[config.mk]
export PLATFORM = sky130hd
export DESIGN_NAME = jtag_led_ctrl
export DESIGN_NICKNAME = d
export VERILOG_FILES = /design/src/rtl/jtag_led_pkg.sv /design/src/rtl/led_row_scanner.sv /design/src/rtl/jtag_led_ctrl.sv
export SDC_FILE = /design/constraint.sdc
export NUM_CORES = 1
export LEC_CHECK = 0
export ABC_AREA = 1
export ABC_CLOCK_PERIOD_IN_PS = 2200
export CELL_PAD_IN_SITES_DETAIL_PLACEMENT = 1
export CELL_PAD_IN_SITES_GLOBAL_PLACEMENT = 2
export CORE_ASPECT_RATIO = 0.6
export CORE_MARGIN = 1
export CORE_UTILIZATION = 33
export CTS_CLUSTER_DIAMETER = 50
export DETAILED_ROUTE_END_ITERATION = 7
export GPL_ROUTABILITY_DRIVEN = 0
export PLACE_DENSITY_LB_ADDON = 0.2
export REMOVE_ABC_BUFFERS = 1
export SYNTH_ARGS = -nofsm -noshare
export SYNTH_HDL_FRONTEND = slang
export SYNTH_SLANG_ARGS = --single-unit
[constraint.sdc]
create_clock -name JTCK -period 2.2 [get_ports JTCK]
set_input_delay 0.44 -clock JTCK [delete_from_list [all_inputs] [get_ports JTCK]]
set_output_delay 0.44 -clock JTCK [all_outputs]
set_load 0.03 [all_outputs]
[src/rtl/jtag_led_pkg.sv]
// Shared constants for the JTAG LED controller: opcodes, frame layout, decode helpers.
package jtag_led_pkg;

  localparam int FRAME_LEN = 8;
  localparam int OP_LSB    = 6;
  localparam int ADDR_LSB  = 4;
  localparam int DATA_LSB  = 0;

  typedef enum logic [1:0] {
    OP_NOP   = 2'b00,
    OP_WRITE = 2'b01,
    OP_READ  = 2'b10,
    OP_SCAN  = 2'b11
  } op_e;

  typedef enum logic [1:0] {
    ST_IDLE,
    ST_CAPTURE,
    ST_SHIFT,
    ST_UPDATE
  } jstate_e;

  // Word loaded into the shift register on CAPTURE, MSB first as listed.
  typedef struct packed {
    logic [1:0] row_ptr;
    logic       frame_err;
    logic       scan_en;
    logic [3:0] rd_data;
  } status_t;

  function automatic jstate_e decode_state(input logic upd, input logic ce, input logic shift);
    jstate_e st;
    st = ST_IDLE;
    if (upd)
      st = ST_UPDATE;
    else if (ce && !shift)
      st = ST_CAPTURE;
    else if (ce)
      st = ST_SHIFT;
    return st;
  endfunction

  function automatic logic [3:0] onehot4(input logic [1:0] idx);
    logic [3:0] r;
    r      = 4'b0000;
    r[idx] = 1'b1;
    return r;
  endfunction

endpackage

[src/rtl/led_row_scanner.sv]
// Row multiplexer: dwell counter and row pointer advanced in Run-Test/Idle, plus registered LED drive.
// Outputs follow the row pointer one JTCK edge later.
module led_row_scanner
  import jtag_led_pkg::*;
#(
  parameter int DWELL = 16
) (
  input  logic        JTCK,
  input  logic        JRSTN,
  input  logic        scan_en,
  input  logic        scan_load,
  input  logic        rti,
  input  logic [15:0] row_bits,
  output logic [1:0]  row_ptr,
  output logic [3:0]  leds_rows,
  output logic [3:0]  leds_columns
);

  localparam logic [7:0] DWELL_LAST = 8'(DWELL - 1);

  logic [7:0] dwell_cnt;

  always_ff @(posedge JTCK) begin
    if (!JRSTN) begin
      dwell_cnt    <= 8'd0;
      row_ptr      <= 2'd0;
      leds_rows    <= 4'b0001;
      leds_columns <= 4'd0;
    end else begin
      leds_rows    <= onehot4(row_ptr);
      leds_columns <= row_bits[{row_ptr, 2'b00} +: 4];
      // A SCAN command restarts the sweep and wins over a coincident dwell advance.
      if (scan_load) begin
        dwell_cnt <= 8'd0;
        row_ptr   <= 2'd0;
      end else if (scan_en && rti) begin
        if (dwell_cnt == DWELL_LAST) begin
          dwell_cnt <= 8'd0;
          row_ptr   <= row_ptr + 2'd1;
        end else begin
          dwell_cnt <= dwell_cnt + 8'd1;
        end
      end
    end
  end

endmodule

[src/rtl/jtag_led_ctrl.sv]
// JTAG chain-2 LED controller: 8-bit command frames shifted LSB first drive a 4x4 scanned LED matrix.
// Commands take effect on the UPDATE edge; LED outputs follow one edge later.
module jtag_led_ctrl
  import jtag_led_pkg::*;
#(
  parameter int DWELL = 16
) (
  input  logic       JTCK,
  input  logic       JRSTN,
  input  logic       JTDI,
  input  logic       JSHIFT,
  input  logic       JUPDATE,
  input  logic       JRTI2,
  input  logic       JCE2,
  output logic       JTD2,
  output logic [3:0] LEDS_columns,
  output logic [3:0] LEDS_rows
);

  logic [7:0]  shift_reg;
  logic [3:0]  shift_cnt;
  logic [15:0] row_bits;
  logic        scan_en;
  logic        frame_err;
  logic [3:0]  rd_data;
  logic [1:0]  row_ptr;

  jstate_e     st;
  op_e         f_op;
  logic [1:0]  f_addr;
  logic [3:0]  f_data;
  logic        frame_ok;
  logic        scan_load;
  status_t     status;

  assign st       = decode_state(JUPDATE, JCE2, JSHIFT);
  assign f_op     = op_e'(shift_reg[OP_LSB +: 2]);
  assign f_addr   = shift_reg[ADDR_LSB +: 2];
  assign f_data   = shift_reg[DATA_LSB +: 4];
  assign frame_ok = (shift_cnt == 4'(FRAME_LEN));

  assign scan_load = (st == ST_UPDATE) && frame_ok && (f_op == OP_SCAN);

  always_comb begin
    status           = '0;
    status.row_ptr   = row_ptr;
    status.frame_err = frame_err;
    status.scan_en   = scan_en;
    status.rd_data   = rd_data;
  end

  always_ff @(posedge JTCK) begin
    if (!JRSTN) begin
      shift_reg <= 8'd0;
      shift_cnt <= 4'd0;
      row_bits  <= 16'd0;
      scan_en   <= 1'b0;
      frame_err <= 1'b0;
      rd_data   <= 4'd0;
      JTD2      <= 1'b0;
    end else begin
      case (st)
        ST_CAPTURE: begin
          shift_reg <= status;
          shift_cnt <= 4'd0;
        end
        ST_SHIFT: begin
          JTD2      <= shift_reg[0];
          shift_reg <= {JTDI, shift_reg[7:1]};
          // Saturation keeps oversized frames from aliasing back to a valid length.
          if (shift_cnt != 4'hF)
            shift_cnt <= shift_cnt + 4'd1;
        end
        ST_UPDATE: begin
          if (frame_ok) begin
            frame_err <= 1'b0;
            case (f_op)
              OP_WRITE: row_bits[{f_addr, 2'b00} +: 4] <= f_data;
              OP_READ:  rd_data <= row_bits[{f_addr, 2'b00} +: 4];
              OP_SCAN:  scan_en <= f_data[0];
              default:  ;
            endcase
          end else begin
            frame_err <= 1'b1;
          end
        end
        default: ;
      endcase
    end
  end

  led_row_scanner #(
    .DWELL(DWELL)
  ) u_scanner (
    .JTCK         (JTCK),
    .JRSTN        (JRSTN),
    .scan_en      (scan_en),
    .scan_load    (scan_load),
    .rti          (JRTI2),
    .row_bits     (row_bits),
    .row_ptr      (row_ptr),
    .leds_rows    (LEDS_rows),
    .leds_columns (LEDS_columns)
  );

endmodule

Yosys cells after proc, flatten, opt, wreduce, memory -nomap -nowiden
Index checks and enable logic that the tools add are counted.
{"block": "word_totals", "in_bits": 7, "wordCells": 56, "out_inout_bits": 9, "reg_bits": 53}
{"block": "op_classes", "muxes": 11, "add_sub_neg": 4, "n_lt_le_gt_ge": 2, "n_bitwise": 1, "shift": 4, "reduce_logical": 13, "n_eq_ne": 10}
{"operator": "$shiftx 16x5->4", "n": 2}
{"operator": "$bwmux 16", "n": 1}
{"operator": "$pmux 8 s2", "n": 1}
{"operator": "$shift 4x6->16 const A", "n": 1}
{"operator": "$shiftx 4x6->16", "n": 1}
{"operator": "$reduce_and 3->1", "n": 3}
{"operator": "$add 8x1->8 const B", "n": 1}
{"operator": "$eq 2x2->1 const B", "n": 4}
{"operator": "$eq 8x4->1 const B", "n": 1}
{"operator": "$mux 8", "n": 1}
{"operator": "$pmux 4 s2", "n": 1}
{"operator": "$mux 2", "n": 3}
{"operator": "$neg 4->6", "n": 1}
{"operator": "$logic_and 1x1->1", "n": 5}
{"operator": "$add 4x1->4 const B", "n": 1}
{"operator": "$eq 2x1->1 const B", "n": 2}
{"operator": "$eq 4x4->1 const B", "n": 1}
{"operator": "$mux 4", "n": 1}
{"operator": "$ne 4x4->1 const B", "n": 1}
{"operator": "$reduce_and 2->1", "n": 2}
{"operator": "$lt 2x3->1 const B", "n": 1}
{"operator": "$add 2x1->2 const B", "n": 1}
{"operator": "$demux 1 s2", "n": 1}
{"operator": "$ge 2x1->1 const B", "n": 1}
{"operator": "6 further kinds", "n": 7}

Logic depth before layout (Yosys ltp)
{"block": "logic_depth", "depth_word": 8, "mapped_depth": 11, "mapped_depth_nobuf": 11}

Hierarchy
Synthesis repeated with hierarchy kept, for this count alone.
{"block": "hier_totals", "cells_unflattened": 434, "area_unflattened_um2": 2891.5}
{"module": "jtag_led_ctrl", "cells_each": 303, "instances": 1, "seq_area_each_um2": 700.7, "area_per_inst_um2": 1941.9}
{"module": "led_row_scanner", "cells_each": 131, "instances": 1, "seq_area_each_um2": 360.3, "area_per_inst_um2": 949.7}

Worst setup path after synthesis
No wires, ideal clock.
{"block": "synth_path", "kind": "in2reg", "start": "in JSHIFT", "end": "reg shift_reg[6]", "setup_ns": 0.116, "n_path_buf": 1, "stages": 8, "setup_slack_ns": 0.526, "required_time_ns": 2.084, "arrival_time_ns": 1.558, "cell_sequence": "inv_1 a21oi_1 inv_1 ha_1 clkbuf_1 o211ai_1 o211ai_1 inv_1"}
{"block": "synth_between", "elab_chain_len": 6, "elab_cells_between_ends": 8, "classes_between": "eq/ne: 2; mux: 3; reduce/logical: 3"}
{"item": "start, declared", "line": "jtag_led_ctrl.sv:11", "rtl": "input logic JSHIFT,"}
{"item": "$logic_not 1->1 (*)", "line": "jtag_led_pkg.sv:36", "rtl": "else if (ce && !shift)"}
{"item": "$logic_and 1x1->1 (*)", "line": "jtag_led_pkg.sv:36"}
{"item": "$mux 2 (*)", "line": "jtag_led_pkg.sv:36"}
{"item": "$mux 2 (*)", "line": "jtag_led_pkg.sv:34", "rtl": "if (upd)"}
{"item": "$eq 2x2->1 / $eq 2x1->1 (equally long branches)", "line": "jtag_led_ctrl.sv:62", "rtl": "case (st)"}
{"item": "$pmux 8 s2 / $reduce_bool 2->1 (equally long branches)"}
{"item": "end signal, assigned", "line": "jtag_led_ctrl.sv:64", "rtl": "shift_reg <= status;"}
{"item": "end signal, assigned", "line": "jtag_led_ctrl.sv:69", "rtl": "shift_reg <= {JTDI, shift_reg[7:1]};"}
{"item": "end, declared", "line": "jtag_led_ctrl.sv:20", "rtl": "logic [7:0] shift_reg;"}
Every way passes the cells marked *; elsewhere a longest branch is shown, timed or not.
A chain may end at the register's enable or synchronous reset.

Worst setup path after layout
{"block": "layout_path", "start": "in JSHIFT", "end": "reg u_scanner.dwell_cnt[0]"}
{"block": "layout_between", "elab_chain_len": 8}
{"item": "$logic_not 1->1", "line": "jtag_led_pkg.sv:36"}
{"item": "$logic_and 1x1->1", "line": "jtag_led_pkg.sv:36"}
{"item": "$mux 2", "line": "jtag_led_pkg.sv:36"}
{"item": "$mux 2", "line": "jtag_led_pkg.sv:34"}
{"item": "$eq 2x2->1", "line": "jtag_led_ctrl.sv:42", "rtl": "assign scan_load = (st == ST_UPDATE) && frame_ok && (f_op == OP_SCAN);"}
{"item": "$logic_and 1x1->1 (2 in series)", "line": "jtag_led_ctrl.sv:42"}
{"item": "$reduce_or 2->1 (no source line)"}
{"item": "end signal, assigned", "line": "led_row_scanner.sv:41", "rtl": "dwell_cnt <= dwell_cnt + 8'd1;"}
{"item": "end, declared", "line": "led_row_scanner.sv:21", "rtl": "logic [7:0] dwell_cnt;"}
No other way between the ends.

==> metrics <==
status finished clean; type of origin of the critical path primary input; Inserted Diodes 0; grt ovf 0; Slew headroom 0.706; largest net degree at the start of global routing 26; crit share post-route 0.922; area grow syn2layout 19.3%; Post-synth EDFFs 0; Synthesis Warnings 0; number of library cell types mapped by synthesis 19; unrepaired setup endpoints after global routing no; wire length of the first global-routing pass 13100 um; standard cell with the maximum stage delay on the critical path clkdlybuf4s50_1; final hold violations 0; CTS Buffer Depth 2; floorplan core area 8010 um^2; final setup vio count 0; area share of the largest cell type after synthesis 0.383; number of global-route vias before repair 2471; pre-CTS setup slack -131 ps; cell area after synthesis 2770 um^2; cell count after synthesis 411; input/output buffers 15; cell depth of the worst min-delay path 2; max-cap viol count 0; Die Outline Area 8770 um^2; Synth Register Bits 53; Worst Path Required 2430 ps; Critical Path Max Stage Delay 470 ps; Routed WL per cell 14.5 um; setup slack, reg-to-reg 620 ps; layout cells sized above 1 0.0755; iteration-0 DRC count of the detailed router 111; Arrival @ worst endpoint 2260 ps; top cells by count, synth 76 x nand2_1, 66 x nor2_1, 63 x inv_1, 53 x dfxtp_1, 41 x a21oi_1; initial core utilization 0.346; post-detailed-route count of antenna-violating nets 0; ratio of routed vias to standard cells 4.75; first drt pass iteration count 4; synth top area cells dfxtp_1 38%, nand2_1 10%, nor2_1 8.9%; number of flip-flops in the largest register 16; CP endpoint kind register; critical path class primary input to register; Peak Freq 493 MHz; worst hold path class register to register; Inserted Clock Buffers 5; CTS H-tree lvls 2; Avg Inst Size Synth 6.74 um^2; total power draw 0.00221 W; measured slew at the worst slew-check pin 441 ps; die span in x 120 um; final worst path period need 2030 ps; Final Net Count 458; total power divided by cell area 670 nW/um^2; global-route total usage across every layer 0.200; I/O pins 16; highest fanout seen on the critical path 3; clk root buf clkbuf_16; number of pins with negative max-slew slack in the final report 0; Async SR Flop Fraction 0; # Post-CTS Setup Buffers 0; Post-CTS Resized 0; count of cells along the worst register-to-register path 9; Post-Route Skew 4.09 ps; number of antenna violations at the first check in global routing 0; number of rows in the core area 25; Clock Latency Late Sink 300 ps; maximum VDD drop 0.386 mV; CTS tree done; most numerous cell in the Yosys netlist nand2_1; Clk pin slew, worst setup/hold paths 70 ps; total vias in the final route 2587; Top cell by count, worst path inv_1; number of sinks driven by the clock tree 53; HPWL after detailed placement 6240 um; hold_buf cts 0; detailed-route DRC error count 0; height of the die 73.0 um; P_leak 1.47 nW; most frequently used flop master after synthesis dfxtp_1; critical path cell sequence clkdlybuf4s50_1 > inv_1 > a21oi_1 > inv_1 > ha_1 > nand2_1 > inv_1 > nand3b_1 > nand2_1 > nor2_1 > inv_1 > nor2_1; cell type with the highest aggregate area in the netlist dfxtp_1; sequential-to-total area share from yosys stat 0.383; smallest setup slack after layout 171 ps; total length of routed wires 7880 um
-- cells by family (layout without fill, tap and decap cells) --
| family | count (synthesis) | count (layout) | share of synthesized area |
|---|---|---|---|
| and+or+nand+nor | 180 | 180 | 0.276 |
| adders and majority gates | 15 | 15 | 0.0678 |
| AOI/OAI and AO/OA | 84 | 84 | 0.159 |
| buffers and inverters | 77 | 103 | 0.108 |
| xor gates and xnor gates | 2 | 2 | 0.00633 |
| DFF | 53 | 53 | 0.383 |
-- routing by layer --
layer  wire length, um  part of all wire  track usage
met1              4690              0.60        0.319
met2              2840              0.36        0.264
met3               265             0.034       0.0375
met4                83             0.011       0.0535
met5                 0                 0            0
-- power breakdown --
group	internal [W]	switching (W)	total, W
Combinational	0.0000711	0.000141	0.000212
Sequential	0.000974	0.0000118	0.000986
Clock	0.000650	0.000367	0.00102
-- area by class of cell --
class / count / area (um^2)
Multi-Input combinational cell: 281 / 1410
Fill cell: 1053 / 4700
Sequential cell: 53 / 1060
Inverter: 65 / 244
Clock inverter: 3 / 65.1
Timing Repair Buffer: 30 / 263
Clock buffer: 5 / 125
Tap cell: 108 / 135
-- final timing paths --
path	startpoint	endpoint
worst max-delay path	JSHIFT	u_scanner.dwell_cnt[0]
worst min-delay path	u_scanner.dwell_cnt[6]	u_scanner.dwell_cnt[6]
worst max register to register	shift_cnt[0]	u_scanner.dwell_cnt[0]
worst min register to register	u_scanner.dwell_cnt[6]	u_scanner.dwell_cnt[6]
-- per-stage QoR --
step           hold WS, ps  setup TNS, ps  cells  area [um^2]   util
2_1_floorplan          445              0    399         2720      -
3_3_place_gp           460           -577    537         3110  0.389
4_1_cts                474              0    545         3300  0.413
6_report               474              0    545         3300  0.413
5_1_grt                498              0    545         3300  0.413
3_5_place_dp           464          -1160    537         3110  0.389
-- critical path: cells and delay by family --
kind / cells / cell delay [ps]
fa+ha+maj: 1 / 220
buf+inv: 5 / 770
compound gates: 1 / 160
simple gates: 5 / 660
-- cell usage in the layout, fill, tap and decap left out, drive strengths merged --
master / n
ha: 15
a21oi: 41
inv: 65
nand4: 2
clkdlybuf4s50: 15
nand3b: 1
nand2: 76
clkinv: 1
o211ai: 8
buf: 15
clkbuf: 5
nor2: 69
bufinv: 2
dfxtp: 53
or2: 2
nor3: 4
nand3: 26
xor2: 2
o21ai: 35
Power figures use the tool's default switching activity.
